**config.mk**
```make
export PLATFORM = sky130hd
export DESIGN_NAME = uart_rx_cfg
export DESIGN_NICKNAME = d
export VERILOG_FILES = /design/src/rtl/uart_pkg.sv /design/src/rtl/uart_baud_tick.sv /design/src/rtl/uart_rx_cfg.sv
export SDC_FILE = /design/constraint.sdc
export NUM_CORES = 1
export LEC_CHECK = 0
export ABC_AREA = 1
export BUFFER_PORTS_ARGS = -buffer_cell sky130_fd_sc_hd__buf_4
export CAP_MARGIN = 25
export CORE_MARGIN = 5
export CORE_UTILIZATION = 26
export DETAILED_ROUTE_END_ITERATION = 10
export GPL_TIMING_DRIVEN = 1
export PLACE_DENSITY = 0.39
export REMOVE_ABC_BUFFERS = 1
export SLEW_MARGIN = 20
export SYNTH_ARGS = -nofsm -noshare
export SYNTH_HDL_FRONTEND = slang
export SYNTH_SLANG_ARGS = --single-unit
```
**constraint.sdc**
```tcl
create_clock -name sys_clk -period 2 [get_ports sys_clk]
set_input_delay 0.4 -clock sys_clk [delete_from_list [all_inputs] [get_ports sys_clk]]
set_output_delay 0.4 -clock sys_clk [all_outputs]
set_load 0.005 [all_outputs]
```
**src/rtl/uart_pkg.sv**
```systemverilog
// Shared definitions for the configurable UART receiver: FSM states,
// parity mode constants and the bit-period calculation.
package uart_pkg;

  typedef enum logic [2:0] {
    ST_IDLE,
    ST_START,
    ST_DATA,
    ST_PARITY,
    ST_STOP
  } uart_state_e;

  localparam int unsigned PAR_NONE = 0;
  localparam int unsigned PAR_ODD  = 1;
  localparam int unsigned PAR_EVEN = 2;

  function automatic int unsigned bit_cnt_max(input int unsigned clk_freq,
                                              input int unsigned baud);
    return clk_freq / baud;
  endfunction

endpackage

```
**src/rtl/uart_baud_tick.sv**
```systemverilog
// Free-running bit-period counter with a mid-bit sample pulse; clr_i
// realigns the period to a detected start edge.
module uart_baud_tick #(
  parameter int unsigned CNT_MAX = 434
) (
  input  logic sys_clk,
  input  logic sys_rst_n,
  input  logic clr_i,
  output logic tick_o
);

  localparam int unsigned CW = (CNT_MAX > 2) ? $clog2(CNT_MAX) : 1;

  logic [CW-1:0] cnt_q;

  always_ff @(posedge sys_clk or negedge sys_rst_n) begin
    if (!sys_rst_n) begin
      cnt_q <= '0;
    end else if (clr_i || (cnt_q == CW'(CNT_MAX - 1))) begin
      cnt_q <= '0;
    end else begin
      cnt_q <= cnt_q + 1'b1;
    end
  end

  assign tick_o = (cnt_q == CW'(CNT_MAX / 2 - 1));

endmodule

```
**src/rtl/uart_rx_cfg.sv**
```systemverilog
// UART receiver with configurable width, parity and stop bits, delivering
// words over a valid/ready port with parity, framing and overrun flags.
module uart_rx_cfg
  import uart_pkg::*;
#(
  parameter int unsigned CLK_FREQ  = 50_000_000,
  parameter int unsigned BAUD      = 115200,
  parameter int unsigned DATA_BITS = 8,
  parameter int unsigned PARITY    = 0,
  parameter int unsigned STOP_BITS = 1
) (
  input  logic                 sys_clk,
  input  logic                 sys_rst_n,
  input  logic                 rx,
  output logic [DATA_BITS-1:0] po_data,
  output logic                 po_valid,
  input  logic                 po_ready,
  output logic                 po_par_err,
  output logic                 po_frm_err,
  output logic                 po_ovr_err,
  output logic                 busy
);

  localparam int unsigned BIT_CNT_MAX = bit_cnt_max(CLK_FREQ, BAUD);
  localparam logic [2:0]  LAST_DATA   = 3'(DATA_BITS - 1);
  localparam logic [2:0]  LAST_STOP   = 3'(STOP_BITS - 1);
  localparam logic        PAR_TARGET  = (PARITY == PAR_ODD);

  logic rx_s1_q, rx_s2_q, rx_s3_q;
  logic fall, tick, baud_clr;

  uart_state_e          state_q, state_d;
  logic [2:0]           bit_q, bit_d;
  logic [DATA_BITS-1:0] shift_q, shift_d;
  logic                 par_q, par_d;
  logic                 frm_q, frm_d;
  logic                 done_q, done_d;

  always_ff @(posedge sys_clk or negedge sys_rst_n) begin
    if (!sys_rst_n) begin
      rx_s1_q <= 1'b1;
      rx_s2_q <= 1'b1;
      rx_s3_q <= 1'b1;
    end else begin
      rx_s1_q <= rx;
      rx_s2_q <= rx_s1_q;
      rx_s3_q <= rx_s2_q;
    end
  end

  assign fall = rx_s3_q & ~rx_s2_q;

  uart_baud_tick #(
    .CNT_MAX(BIT_CNT_MAX)
  ) u_baud (
    .sys_clk  (sys_clk),
    .sys_rst_n(sys_rst_n),
    .clr_i    (baud_clr),
    .tick_o   (tick)
  );

  always_comb begin
    state_d  = state_q;
    bit_d    = bit_q;
    shift_d  = shift_q;
    par_d    = par_q;
    frm_d    = frm_q;
    done_d   = 1'b0;
    baud_clr = 1'b0;
    unique case (state_q)
      ST_IDLE: begin
        if (fall) begin
          state_d  = ST_START;
          baud_clr = 1'b1;
          bit_d    = '0;
          par_d    = 1'b0;
          frm_d    = 1'b0;
        end
      end
      ST_START: begin
        if (tick) state_d = rx_s2_q ? ST_IDLE : ST_DATA;
      end
      ST_DATA: begin
        if (tick) begin
          shift_d = {rx_s2_q, shift_q[DATA_BITS-1:1]};
          if (bit_q == LAST_DATA) begin
            bit_d   = '0;
            state_d = (PARITY == PAR_NONE) ? ST_STOP : ST_PARITY;
          end else begin
            bit_d = bit_q + 3'd1;
          end
        end
      end
      ST_PARITY: begin
        if (tick) begin
          par_d   = ((^shift_q) ^ rx_s2_q) != PAR_TARGET;
          state_d = ST_STOP;
        end
      end
      ST_STOP: begin
        if (tick) begin
          if (!rx_s2_q) frm_d = 1'b1;
          // Leave at the final stop sample so a start edge in its second half is seen.
          if (bit_q == LAST_STOP) begin
            state_d = ST_IDLE;
            done_d  = 1'b1;
          end else begin
            bit_d = bit_q + 3'd1;
          end
        end
      end
      default: state_d = ST_IDLE;
    endcase
  end

  always_ff @(posedge sys_clk or negedge sys_rst_n) begin
    if (!sys_rst_n) begin
      state_q <= ST_IDLE;
      bit_q   <= '0;
      shift_q <= '0;
      par_q   <= 1'b0;
      frm_q   <= 1'b0;
      done_q  <= 1'b0;
    end else begin
      state_q <= state_d;
      bit_q   <= bit_d;
      shift_q <= shift_d;
      par_q   <= par_d;
      frm_q   <= frm_d;
      done_q  <= done_d;
    end
  end

  always_ff @(posedge sys_clk or negedge sys_rst_n) begin
    if (!sys_rst_n) begin
      po_data    <= '0;
      po_valid   <= 1'b0;
      po_par_err <= 1'b0;
      po_frm_err <= 1'b0;
      po_ovr_err <= 1'b0;
    end else begin
      if (done_q && (!po_valid || po_ready)) begin
        po_data    <= shift_q;
        po_par_err <= par_q;
        po_frm_err <= frm_q;
        po_valid   <= 1'b1;
      end else if (po_valid && po_ready) begin
        po_valid <= 1'b0;
      end
      if (done_q && po_valid && !po_ready) begin
        po_ovr_err <= 1'b1;
      end else if (po_valid && po_ready) begin
        po_ovr_err <= 1'b0;
      end
    end
  end

  assign busy = (state_q != ST_IDLE);

endmodule

```
## Word level (Yosys, flattened, before mapping)

Index checks and enable logic that the tools add are counted.

- Register bits: 41
- Input bits: 4
- Output and inout port bits: 13
- Logic and storage cells: 88

- Add/subtract/negate cells: 2
- Equality and inequality tests: 16
- Multiplexer cells: 30
- Bitwise operators: 3
- Reductions and logical operators: 22

Operator list:

| operator | number |
|---|---|
| $mux W3 | 12 |
| $ne A2 B2 Y1 const B | 9 |
| $pmux W3 S5 | 1 |
| $mux W1 | 12 |
| $add A9 B1 Y9 const B | 1 |
| $eq A9 B8 Y1 const B | 1 |
| $eq A9 B9 Y1 const B | 1 |
| $mux W9 | 1 |
| $pmux W3 S3 | 1 |
| $reduce_bool A2 Y1 | 4 |
| $reduce_xor A8 Y1 | 1 |
| $reduce_and A7 Y1 | 1 |
| $eq A3 B2 Y1 const B | 2 |
| $eq A3 B3 Y1 const B | 2 |
| $logic_not A3 Y1 | 2 |
| $reduce_bool A3 Y1 | 2 |
| $reduce_and A5 Y1 | 1 |
| $logic_and A1 B1 Y1 | 4 |
| $pmux W1 S2 | 2 |
| $reduce_and A4 Y1 | 1 |
| $add A3 B1 Y3 const B | 1 |
| $eq A3 B1 Y1 const B | 1 |
| $reduce_and A3 Y1 | 1 |
| $logic_not A1 Y1 | 2 |
| other kinds (6) | 7 |

## Depth between registers and ports, before layout

Gate-level depths: netlist of the first run.

- Word-level depth: 6
- Gate-level depth with buffers: 10
- Gate-level depth less buffers: 10

## By module

A second synthesis of the first run with hierarchy kept.

- Cells, all modules: 258
- Area, all modules: 2040.7 um2

Modules (own cells, without submodules):

| module | instances | cells an instance | area an instance (um2) | seq. area each (um2) |
|---|---|---|---|---|
| uart_rx_cfg | 1 | 186 | 1502.7 | 804.5 |
| uart_baud_tick | 1 | 72 | 538.0 | 225.2 |

## Worst setup path before layout of the first run

Ideal clock, no wire load.

- Path kind: register to register
- Start: register u_baud.cnt_q[1]
- End: register u_baud.cnt_q[0]
- Setup time: 0.147 ns
- Arrival: 1.243 ns
- Data required time: 1.853 ns
- Path slack: 0.610 ns
- Cell stages (with the launch flop): 6
- Buffers on the path: 0
- Period minus slack after synthesis: 1.390 ns
- Path through: dfrtp_1 -> inv_1 -> ha_1 -> nand4_1 -> o41ai_2 -> nor2_1

- Word-level cells in the longest chain between the ends: 3

Ends and longest elaborated chain:

| what | RTL line | source |
|---|---|---|
| from (decl) | uart_baud_tick.sv:14 | `logic [CW-1:0] cnt_q;` |
| from (signal assigned) | uart_baud_tick.sv:22 | `cnt_q <= cnt_q + 1'b1;` |
| $eq A9 B9 Y1 | uart_baud_tick.sv:19 | `end else if (clr_i \|\| (cnt_q == CW'(CNT_MAX - 1))) begin` |
| $logic_or A1 B1 Y1 | uart_baud_tick.sv:19 |  |
| $mux W9 | uart_baud_tick.sv:19 |  |

No other way between the ends.
A chain may end at the register's enable or synchronous reset.

## Worst setup path after layout of the first run

- Start: register state_q[1]
- End: output busy

- Word-level cells in the longest chain between the ends: 1

Ends and longest elaborated chain:

| what | RTL line | source |
|---|---|---|
| from (decl) | uart_rx_cfg.sv:32 | `uart_state_e state_q, state_d;` |
| from (signal assigned) | uart_rx_cfg.sv:125 | `state_q <= state_d;` |
| $reduce_bool A3 Y1 | uart_rx_cfg.sv:158 | `assign busy = (state_q != ST_IDLE);` |
| to (decl) | uart_rx_cfg.sv:21 | `output logic busy` |

No other way between the ends.

==> flow_summary_export.csv, run 1 <==
group,metric,value,unit
pwr,powerDensity,934,nW/um2
critical_path,max_stage_delay,0.40,ns
clock_network,cts_inserted_buffers,5,
sta,fin_tns_setup,0,ns
finish,final_common_cell,"nand2_1",
critical_path,critPathTopFamily,"flip-flops",
detailed_routing,viasPerCell,4.13,
detailed_routing,drtPass1Iterations,4,
global_route,grt_pass1_wl,7060,um
finish,mostFrequentLayoutCells,"86 x nand2_1, 38 x dfrtp_1, 31 x inv_1, 22 x o21ai_0, 20 x nor2_1",
placement,dpl.hpwl,2870,um
outcome,status,"finished, final reports clean",
clock_network,clk_pin_slew,0.08,ns
global_route,grt_util_all_layers,0.0916,
sta,finalHoldViolations,0,
floorplan,start_util,0.264,
clock_network,clockBufferDepth,2,
floorplan,core-area,7610,um2
sta,finClkSkew,0.00591,ns
clock_network,cts_hold_buf,0,
finish,finish.instance_area,2370,um2
finish,syn_to_final_growth,18.3,%
floorplan,die_w,97.9,um
logic_synthesis,async_reset_ff_frac,1.00,
critical_path,timing.critical_path.buf_inv,1,
critical_path,path_cells,"nor2_1, nand2_1, buf_4",
sta,finalCritPeriodShare,0.801,
placement,placed_area,2260,um2
detailed_routing,dr_total_vias,1529,
clock_network,cts-root-buf,"clkbuf_8",
finish,drive_gt1_frac,0.127,
logic_synthesis,synthCells,244,
global_route,grt_max_degree,42,
critical_path,worstPathRequired,1.60,ns
detailed_routing,highest_layer,"met4",
logic_synthesis,synthDistinctLibCells,27,
placement,portBuffers,16,
sta,fmax,625,MHz
sta,final-setup-viol-count,0,
logic_synthesis,ys_ff_latch,41,
finish,n_antenna_cell,0,
logic_synthesis,netlist_area,2010,um2
sta,rsz0062_at_grt,"false",
critical_path,reg2reg_from,"state_q[1]",
pwr,power.total,2.22,mW
global_route,antenna_found_initial,0,
global_route,grt_pass1_vias,1445,
clock_network,cts_max_level,2,
critical_path,end_kind,"output port",
detailed_routing,m1WireLength,2100,um
floorplan,fp-row-count,32,
floorplan,fp.dieArea,9580,um2
logic_synthesis,syn_avg_cell_area,8.23,um2
critical_path,r2r_slack,0.44,ns
critical_path,cp.arrival,1.20,ns
floorplan,die-height,97.9,um
finish,final_util,0.312,
clock_network,postCtsSetupRepairBufs,0,
detailed_routing,ant_nets,0,
detailed_routing,drtIter0Drc,65,
critical_path,slowest_stage,"dfrtp_1",
placement,dpl_worst_slack,0.449,ns
finish,nets,277,
pwr,vdd_ir_drop_max,455,uV
placement,place.gp.congestion,0.755,
sta,slew_viol_final,0,
detailed_routing,routedWlPerCell,10.8,um
critical_path,r2r_cells,7,
global_route,grt-ovfl-total,0,
detailed_routing,post-route-drc-count,0,
job,max_cap_viol_count,0,
logic_synthesis,ys_seq_area_frac,0.513,
sta,worst_slew_pin_slew,0.541,ns
critical_path,crit_fanout,4,
pwr,power.leakage,1.17,nW
sta,fin_ws,0.399,ns
clock_network,ctsResizeCount,0,
critical_path,r2r-end,"u_baud.cnt_q[8]",
critical_path,start_kind,"flop",
sta,period_needed,1.60,ns
min_path,hold_path.class,"in -> async",
clock_network,cts_tree,"built",
detailed_routing,dr_wl_met2,1580,um
detailed_routing,routed_wirelength,3980,um
clock_network,clk_latency,0.29,ns
logic_synthesis,synth_edf_count,0,
logic_synthesis,yosys_warnings,0,
critical_path,critical_path_class,"reg -> out",
clock_network,numClockSinks,41,
floorplan,ios,17,
detailed_routing,wl_met3,223,um
sta,slew_headroom,0.640,
logic_synthesis,ys.flop_type,"dfrtp_1",
[cell usage after synthesis (2+ instances only)]
library cell,instances,area (um2)
nand2_1,86,323
dfrtp_1,38,951
inv_1,31,116
o21ai_0,22,110
nor2_1,20,75.1
nand3_1,11,55.1
ha_1,6,75.1
xor2_1,4,35.0
dfstp_2,3,78.8
xnor2_1,3,26.3
a21oi_1,2,10.0
nor3_1,2,10.0
o211ai_1,2,15.0
[layer usage]
layer	global-route usage	up-vias
met5	0	-
met4	0.0383	0
met3	0.0343	5
met2	0.126	23
met1	0.128	692
li1	-	809
[report_power, final]
part / internal, mW / leakage, nW / switching, mW
registers: 0.921 / 0.551 / 0.100
clock network: 0.407 / 0.0585 / 0.291
logic: 0.191 / 0.561 / 0.309
[worst max-delay path by stage]
| stage | startpoint | endpoint | slack, ns | depth (start not counted) |
|---|---|---|---|---|
| final | state_q[1] | busy | 0.40 | 3 |
| after CTS | state_q[1] | busy | 0.39 | 3 |
| after floorplan | u_baud.cnt_q[1] | u_baud.cnt_q[0] | 0.61 | 5 |
| after global placement | state_q[0] | u_baud.cnt_q[5] | 0.49 | 7 |
| after global routing | state_q[1] | u_baud.cnt_q[8] | 0.25 | 7 |
| after detailed placement | state_q[1] | u_baud.cnt_q[8] | 0.45 | 7 |
[logic make-up (layout without fill, tap and decap cells)]
group,after synthesis,in the layout,synth area share
buffers and inverters,34,58,0.0679
AND/OR/NAND/NOR,125,125,0.260
flip-flops,41,41,0.513
XOR/XNOR,7,7,0.0305
multiplexers,1,1,0.00561
adder cells (fa/ha/maj),6,6,0.0374
AO/OA/AOI/OAI,30,30,0.0860
[per-stage QoR]
| stage | instances | hold WS, ns |
|---|---|---|
| after floorplan | 241 | 0.104 |
| after global placement | 362 | 0.346 |
| after detailed placement | 362 | 0.347 |
| after CTS | 370 | 0.110 |
| after global routing | 370 | 0.142 |
| final | 370 | 0.0887 |
[layout make-up]
cell class / instances / area, um2
Tap cell: 102 / 128
Inverter: 31 / 116
Timing Repair Buffer: 19 / 143
Multi-Input combinational cell: 169 / 842
Clock inverter: 1 / 30.0
Sequential cell: 41 / 1030
Fill cell: 829 / 5230
Clock buffer: 7 / 86.3
[state kept, by name, summed over array words and instances, names as in the netlist]
| signal | flops |
|---|---|
| po_valid | 1 |
| po_frm_err | 1 |
| po_ovr_err | 1 |
| shift_q | 8 |
| bit_q | 3 |
| state_q | 3 |
| frm_q | 1 |
| rx_s3_q | 1 |
| po_par_err | 1 |
| u_baud.cnt_q | 9 |
| po_data | 8 |
| rx_s2_q | 1 |
| rx_s1_q | 1 |
| par_q | 1 |
| done_q | 1 |
Power figures use the tool's default switching activity.
==> inputs of run 2 (changes only) <==
==> constraint.sdc (replaced) <==
create_clock -name sys_clk -period 1.7 [get_ports sys_clk]
set_input_delay 0.34 -clock sys_clk [delete_from_list [all_inputs] [get_ports sys_clk]]
set_output_delay 0.34 -clock sys_clk [all_outputs]
set_load 0.005 [all_outputs]
==> run 2 against run 1 <==
  * Combinational power rose by 28%
  * Flip-flop and latch count did not move
  * Core utilization barely moved
  * Clock skew is 0.0034 ns higher
  * Sequential share of layout area is essentially flat
  * Worst setup slack worse by 0.26 ns
  * Cell area hardly changed
  * Highest routed layer unchanged
  * Die area unchanged
  * Final cell count rose by 0.27%
  * Non-clock buffer count grew 1
  * Clock power down 2%
==> flow_summary_export.csv, run 2 (synthesis gave the netlist of run 1 again) <==
group,metric,value,unit
floorplan,fp-row-count,32,
global_route,grt_util_all_layers,0.0924,
outcome,status,"finished, final reports clean",
sta,finClkSkew,0.00928,ns
job,max_cap_viol_count,0,
finish,largest_register_ffs,9,
finish,finish.instance_area,2380,um2
clock_network,cts-root-buf,"clkbuf_8",
pwr,vdd_ir_drop_max,299,uV
sta,rsz0062_at_grt,"false",
sta,fmax,639,MHz
global_route,antenna_found_initial,0,
critical_path,path_cells,"nor2_1, nand2_1, buf_4",
pwr,power.leakage,1.18,nW
finish,reg_top3,"u_baud.cnt_q x9, po_data x8, shift_q x8",
critical_path,r2r-end,"u_baud.cnt_q[0]",
critical_path,reg2reg_from,"state_q[1]",
detailed_routing,routed_wirelength,4060,um
detailed_routing,ant_nets,0,
clock_network,cts_max_level,2,
clock_network,clockBufferDepth,2,
clock_network,clk_pin_slew,0.09,ns
floorplan,die_w,97.9,um
sta,worst_slew_pin_slew,0.589,ns
finish,final_common_cell,"nand2_1",
sta,slew_headroom,0.606,
sta,finalHoldViolations,0,
critical_path,max_stage_delay,0.40,ns
critical_path,end_kind,"output port",
critical_path,critical_path_class,"reg -> out",
placement,placed_area,2270,um2
clock_network,cts_inserted_buffers,5,
floorplan,start_util,0.264,
critical_path,start_kind,"flop",
sta,slew_viol_final,0,
detailed_routing,drtIter0Drc,72,
placement,portBuffers,16,
detailed_routing,routedWlPerCell,10.9,um
finish,mostFrequentLayoutCells,"85 x nand2_1, 38 x dfrtp_1, 31 x inv_1, 21 x o21ai_0",
global_route,grt_max_degree,42,
critical_path,cp.arrival,1.23,ns
detailed_routing,drtPass1Iterations,4,
finish,largest_register,"u_baud.cnt_q",
global_route,grt_pass1_vias,1499,
critical_path,r2r_slack,0.16,ns
sta,finalCritPeriodShare,0.921,
clock_network,cts_hold_buf,0,
finish,multiInputGateArea,856,um2
finish,fillers,826,
critical_path,worstPathRequired,1.36,ns
floorplan,fp.dieArea,9580,um2
floorplan,die-height,97.9,um
pwr,power.total,2.53,mW
placement,place.gp.congestion,0.732,
clock_network,cts_tree,"built",
sta,period_needed,1.57,ns
finish,regArea,1030,um2
finish,syn_to_final_growth,18.3,%
finish,n_antenna_cell,0,
floorplan,ios,17,
critical_path,crit_fanout,4,
min_path,hold_path.class,"in -> async",
sta,final-setup-viol-count,0,
sta,fin_tns_setup,0,ns
detailed_routing,post-route-drc-count,0,
finish,drive_gt1_frac,0.138,
floorplan,core-area,7610,um2
global_route,grt_pass1_wl,7180,um
placement,dpl.hpwl,2860,um
clock_network,numClockSinks,41,
critical_path,slowest_stage,"dfrtp_1",
finish,nets,278,
clock_network,clk_latency,0.29,ns
sta,hold_ws,0.0250,ns
global_route,grt-ovfl-total,0,
critical_path,r2r_cells,6,
detailed_routing,dr_total_vias,1526,
pwr,powerDensity,1060,nW/um2
detailed_routing,viasPerCell,4.11,
[run 2: changes by cell type in the layout (fill, tap and decap cells not counted), sizes merged]
cell / delta
bufinv: -1
clkbuf: -1
buf: +1
clkinv: +2
[run 2: layout make-up]
cell class / instances / share of cell area
well taps: 102 / 0.0537
inverters: 31 / 0.0490
clock inverters: 2 / 0.00579
flip-flops and latches: 41 / 0.433
multi-input cells: 169 / 0.360
repair buffers: 20 / 0.0632
clock buffers: 6 / 0.0348
[run 2: what timing repair did]
action	in CTS	in global routing
setup buffers	0	0
setup endpoints to repair	1	1
resized for setup	1	2
[run 2: report_power, final]
part           switching, mW  internal (mW)
clock network          0.357          0.330
registers              0.116           1.08
logic                  0.389          0.253
total                  0.862           1.67
[run 2: worst max-delay path by stage]
stage / start / to / slack [ns] / cells after the start
after floorplan: u_baud.cnt_q[1] / u_baud.cnt_q[0] / 0.31 / 5
after global placement: u_baud.cnt_q[1] / u_baud.cnt_q[5] / -0.003 / 5
after detailed placement: u_baud.cnt_q[1] / u_baud.cnt_q[0] / -0.001 / 5
after CTS: state_q[1] / busy / 0.16 / 3
after global routing: state_q[1] / u_baud.cnt_q[0] / 0.003 / 6
final: state_q[1] / busy / 0.13 / 3
[run 2: per-stage QoR]
stage          utilization  instances  worst slack, ns
6_report             0.312        371            0.134
5_1_grt              0.312        371          0.00316
4_1_cts              0.312        371            0.164
3_5_place_dp         0.298        363         -0.00140
3_3_place_gp         0.298        363         -0.00329
2_1_floorplan            -        241            0.310
[run 2: worst max-delay path: cells and delay by family, from the launching register on]
kind / cells / cell delay, ns
simple gates: 2 / 0.38
flops: 1 / 0.40
buf+inv: 1 / 0.16
[run 2: per-layer routing]
metal | share of wire | global-route usage | vias to the layer above
li1 | - | - | 815
met1 | 0.52 | 0.127 | 686
met2 | 0.41 | 0.131 | 19
met3 | 0.042 | 0.0307 | 6
met4 | 0.021 | 0.0415 | 0
met5 | 0 | 0 | -
==> inputs of run 3 (changes only) <==
--- a/config.mk
+++ b/config.mk
@@ -6,13 +6,13 @@
 export NUM_CORES = 1
 export LEC_CHECK = 0
 export ABC_AREA = 1
-export BUFFER_PORTS_ARGS = -buffer_cell sky130_fd_sc_hd__buf_4
 export CAP_MARGIN = 25
 export CORE_MARGIN = 5
-export CORE_UTILIZATION = 26
+export CORE_UTILIZATION = 50
 export DETAILED_ROUTE_END_ITERATION = 10
+export DONT_BUFFER_PORTS = 1
 export GPL_TIMING_DRIVEN = 1
-export PLACE_DENSITY = 0.39
+export PLACE_DENSITY = 0.63
 export REMOVE_ABC_BUFFERS = 1
 export SLEW_MARGIN = 20
 export SYNTH_ARGS = -nofsm -noshare
==> constraint.sdc (replaced) <==
create_clock -name sys_clk -period 1.7 [get_ports sys_clk]
set_input_delay 0.34 -clock sys_clk [delete_from_list [all_inputs] [get_ports sys_clk]]
set_output_delay 0.34 -clock sys_clk [all_outputs]
set_load 0.1 [all_outputs]
==> run 3 against run 2 <==
  * Flip-flop and latch count did not move
  * Highest routed layer unchanged
  * Count of clock-buffer cells in the layout rose by 1
  * Non-clock buffer count fell by 1
  * Core utilization rose by 28 points
  * Global-route usage rose by 5.7 points
  * Critical path depth did not move
  * Critical path type unchanged
  * Sequential power barely moved
  * Largest cell class unchanged
  * Largest power group unchanged
  * Die area fell by 44%
  * Critical endpoint unchanged
==> flow_summary_export.csv, run 3 (synthesis gave the netlist of run 1 again) <==
group,metric,value,unit
outcome,status,"finished, final reports clean",
sta,finalCritPeriodShare,0.889,
min_path,worstHoldEndpoint,"rx_s1_q",
finish,drive_gt1_frac,0.123,
pwr,power.total,2.70,mW
clock_network,ctsResizeCount,0,
finish,nets,277,
placement,dpl.hpwl,2520,um
detailed_routing,post-route-drc-count,0,
finish,final_util,0.590,
sta,slew_headroom,0.783,
detailed_routing,dr_total_vias,1541,
sta,fmax,662,MHz
detailed_routing,drtIter0Drc,85,
detailed_routing,ant_nets,0,
finish,largest_register_ffs,9,
min_path,min-delay-start,"rx",
global_route,grt_util_all_layers,0.150,
critical_path,worstPathRequired,1.36,ns
pwr,power.leakage,1.17,nW
sta,fin_tns_setup,0,ns
placement,place.gp.congestion,0.871,
sta,slew_viol_final,0,
critical_path,end_kind,"output port",
critical_path,critical_path_class,"reg -> out",
detailed_routing,routedWlPerCell,10.5,um
pwr,powerDensity,1160,nW/um2
sta,finalHoldViolations,0,
critical_path,crit_fanout,6,
critical_path,path_cells,"inv_1, nand2_1, buf_4",
critical_path,r2r_slack,0.25,ns
pwr,vdd_ir_drop_max,926,uV
critical_path,slowest_stage,"dfrtp_1",
detailed_routing,routed_wirelength,3350,um
finish,largest_register,"u_baud.cnt_q",
clock_network,clk_pin_slew,0.07,ns
critical_path,reg2reg_from,"bit_q[0]",
finish,syn_to_final_growth,15.8,%
global_route,grt_pass1_vias,1435,
sta,finClkSkew,0.00745,ns
clock_network,clockBufferDepth,2,
global_route,grt_max_degree,42,
global_route,antenna_found_initial,0,
clock_network,clk_latency,0.28,ns
placement,place_inst,308,
clock_network,cts-root-buf,"clkbuf_8",
floorplan,start_util,0.509,
finish,finish.instance_area,2320,um2
sta,worst_slew_pin_slew,0.325,ns
critical_path,timing.critical_path.buf_inv,2,
detailed_routing,viasPerCell,4.85,
clock_network,postCtsSetupRepairBufs,0,
clock_network,cts_tree,"built",
finish,n_antenna_cell,0,
min_path,hold_path.class,"in -> reg",
sta,period_needed,1.51,ns
floorplan,ios,17,
placement,portBuffers,0,
critical_path,cp.arrival,1.17,ns
critical_path,critPathTopFamily,"flip-flops",
critical_path,start_kind,"flop",
detailed_routing,drtPass1Iterations,4,
finish,final_cells,318,
critical_path,max_stage_delay,0.42,ns
floorplan,core-area,3940,um2
global_route,grt-ovfl-total,0,
finish,reg_top3,"u_baud.cnt_q x9, po_data x8, shift_q x8",
job,max_cap_viol_count,0,
finish,mostFrequentLayoutCells,"86 x nand2_1, 38 x dfrtp_1, 31 x inv_1, 22 x o21ai_0, 20 x nor2_1",
finish,final_common_cell,"nand2_1",
floorplan,fp.dieArea,5380,um2
critical_path,r2r_cells,8,
floorplan,fp-row-count,23,
clock_network,cts_inserted_buffers,5,
clock_network,numClockSinks,41,
floorplan,die-height,73.4,um
critical_path,r2r-end,"state_q[1]",
floorplan,die_w,73.4,um
min_path,holdPathStages,0,
clock_network,cts_max_level,2,
placement,placed_area,2180,um2
sta,rsz0062_at_grt,"false",
sta,final-setup-viol-count,0,
global_route,grt_pass1_wl,6340,um
## run 3: final cells by class
type / count / area, um2
sequential: 41 / 1030
clock buffer: 7 / 86.3
fill: 343 / 1620
inverter: 31 / 116
multi-input combinational: 169 / 842
timing repair buffer: 19 / 158
clock inverter: 1 / 30.0
tap: 50 / 62.6
## run 3: how the worst max path moves through the flow
| stage | from | end | slack (ns) | depth (start not counted) |
|---|---|---|---|---|
| 2_1_floorplan | state_q[1] | u_baud.cnt_q[0] | -0.30 | 6 |
| 3_3_place_gp | state_q[2] | bit_q[2] | 0.26 | 6 |
| 3_5_place_dp | u_baud.cnt_q[0] | state_q[2] | 0.25 | 7 |
| 4_1_cts | state_q[1] | busy | 0.17 | 3 |
| 5_1_grt | u_baud.cnt_q[0] | state_q[2] | 0.05 | 7 |
| 6_report | state_q[2] | busy | 0.19 | 3 |
## run 3: per-stage QoR
step,setup WS [ns],hold WS [ns]
finish,0.189,0.0477
global route,0.0501,0.0207
global placement,0.255,0.0458
floorplan,-0.300,0.0444
CTS,0.172,0.0346
detailed placement,0.255,0.0458
## run 3: power by group
part / switching, mW / total (mW) / internal, mW / leakage, nW
Clock: 0.302 / 0.780 / 0.478 / 0.0585
Sequential: 0.117 / 1.20 / 1.08 / 0.551
Combinational: 0.473 / 0.721 / 0.248 / 0.565
## run 3: per-layer routing
metal	track usage	part of all wire
met1	0.215	0.52
met2	0.219	0.42
met3	0.0451	0.056
met4	0.0423	0.011
met5	0	0
## run 3: timing repair
action                                  CTS  global route
endpoints found under the setup margin    0             0
hold endpoints to repair                 41             0
hold buffers                              2             0
## run 3: worst reg2reg max path, stage by stage (launching register included)
cell      delay (ns)
dfrtp_1         0.41
ha_1            0.21
ha_1            0.18
nand3b_1        0.20
nand2_1         0.09
a21oi_1         0.05
nand2_1         0.13
nand2_1         0.06
o21ai_1         0.06
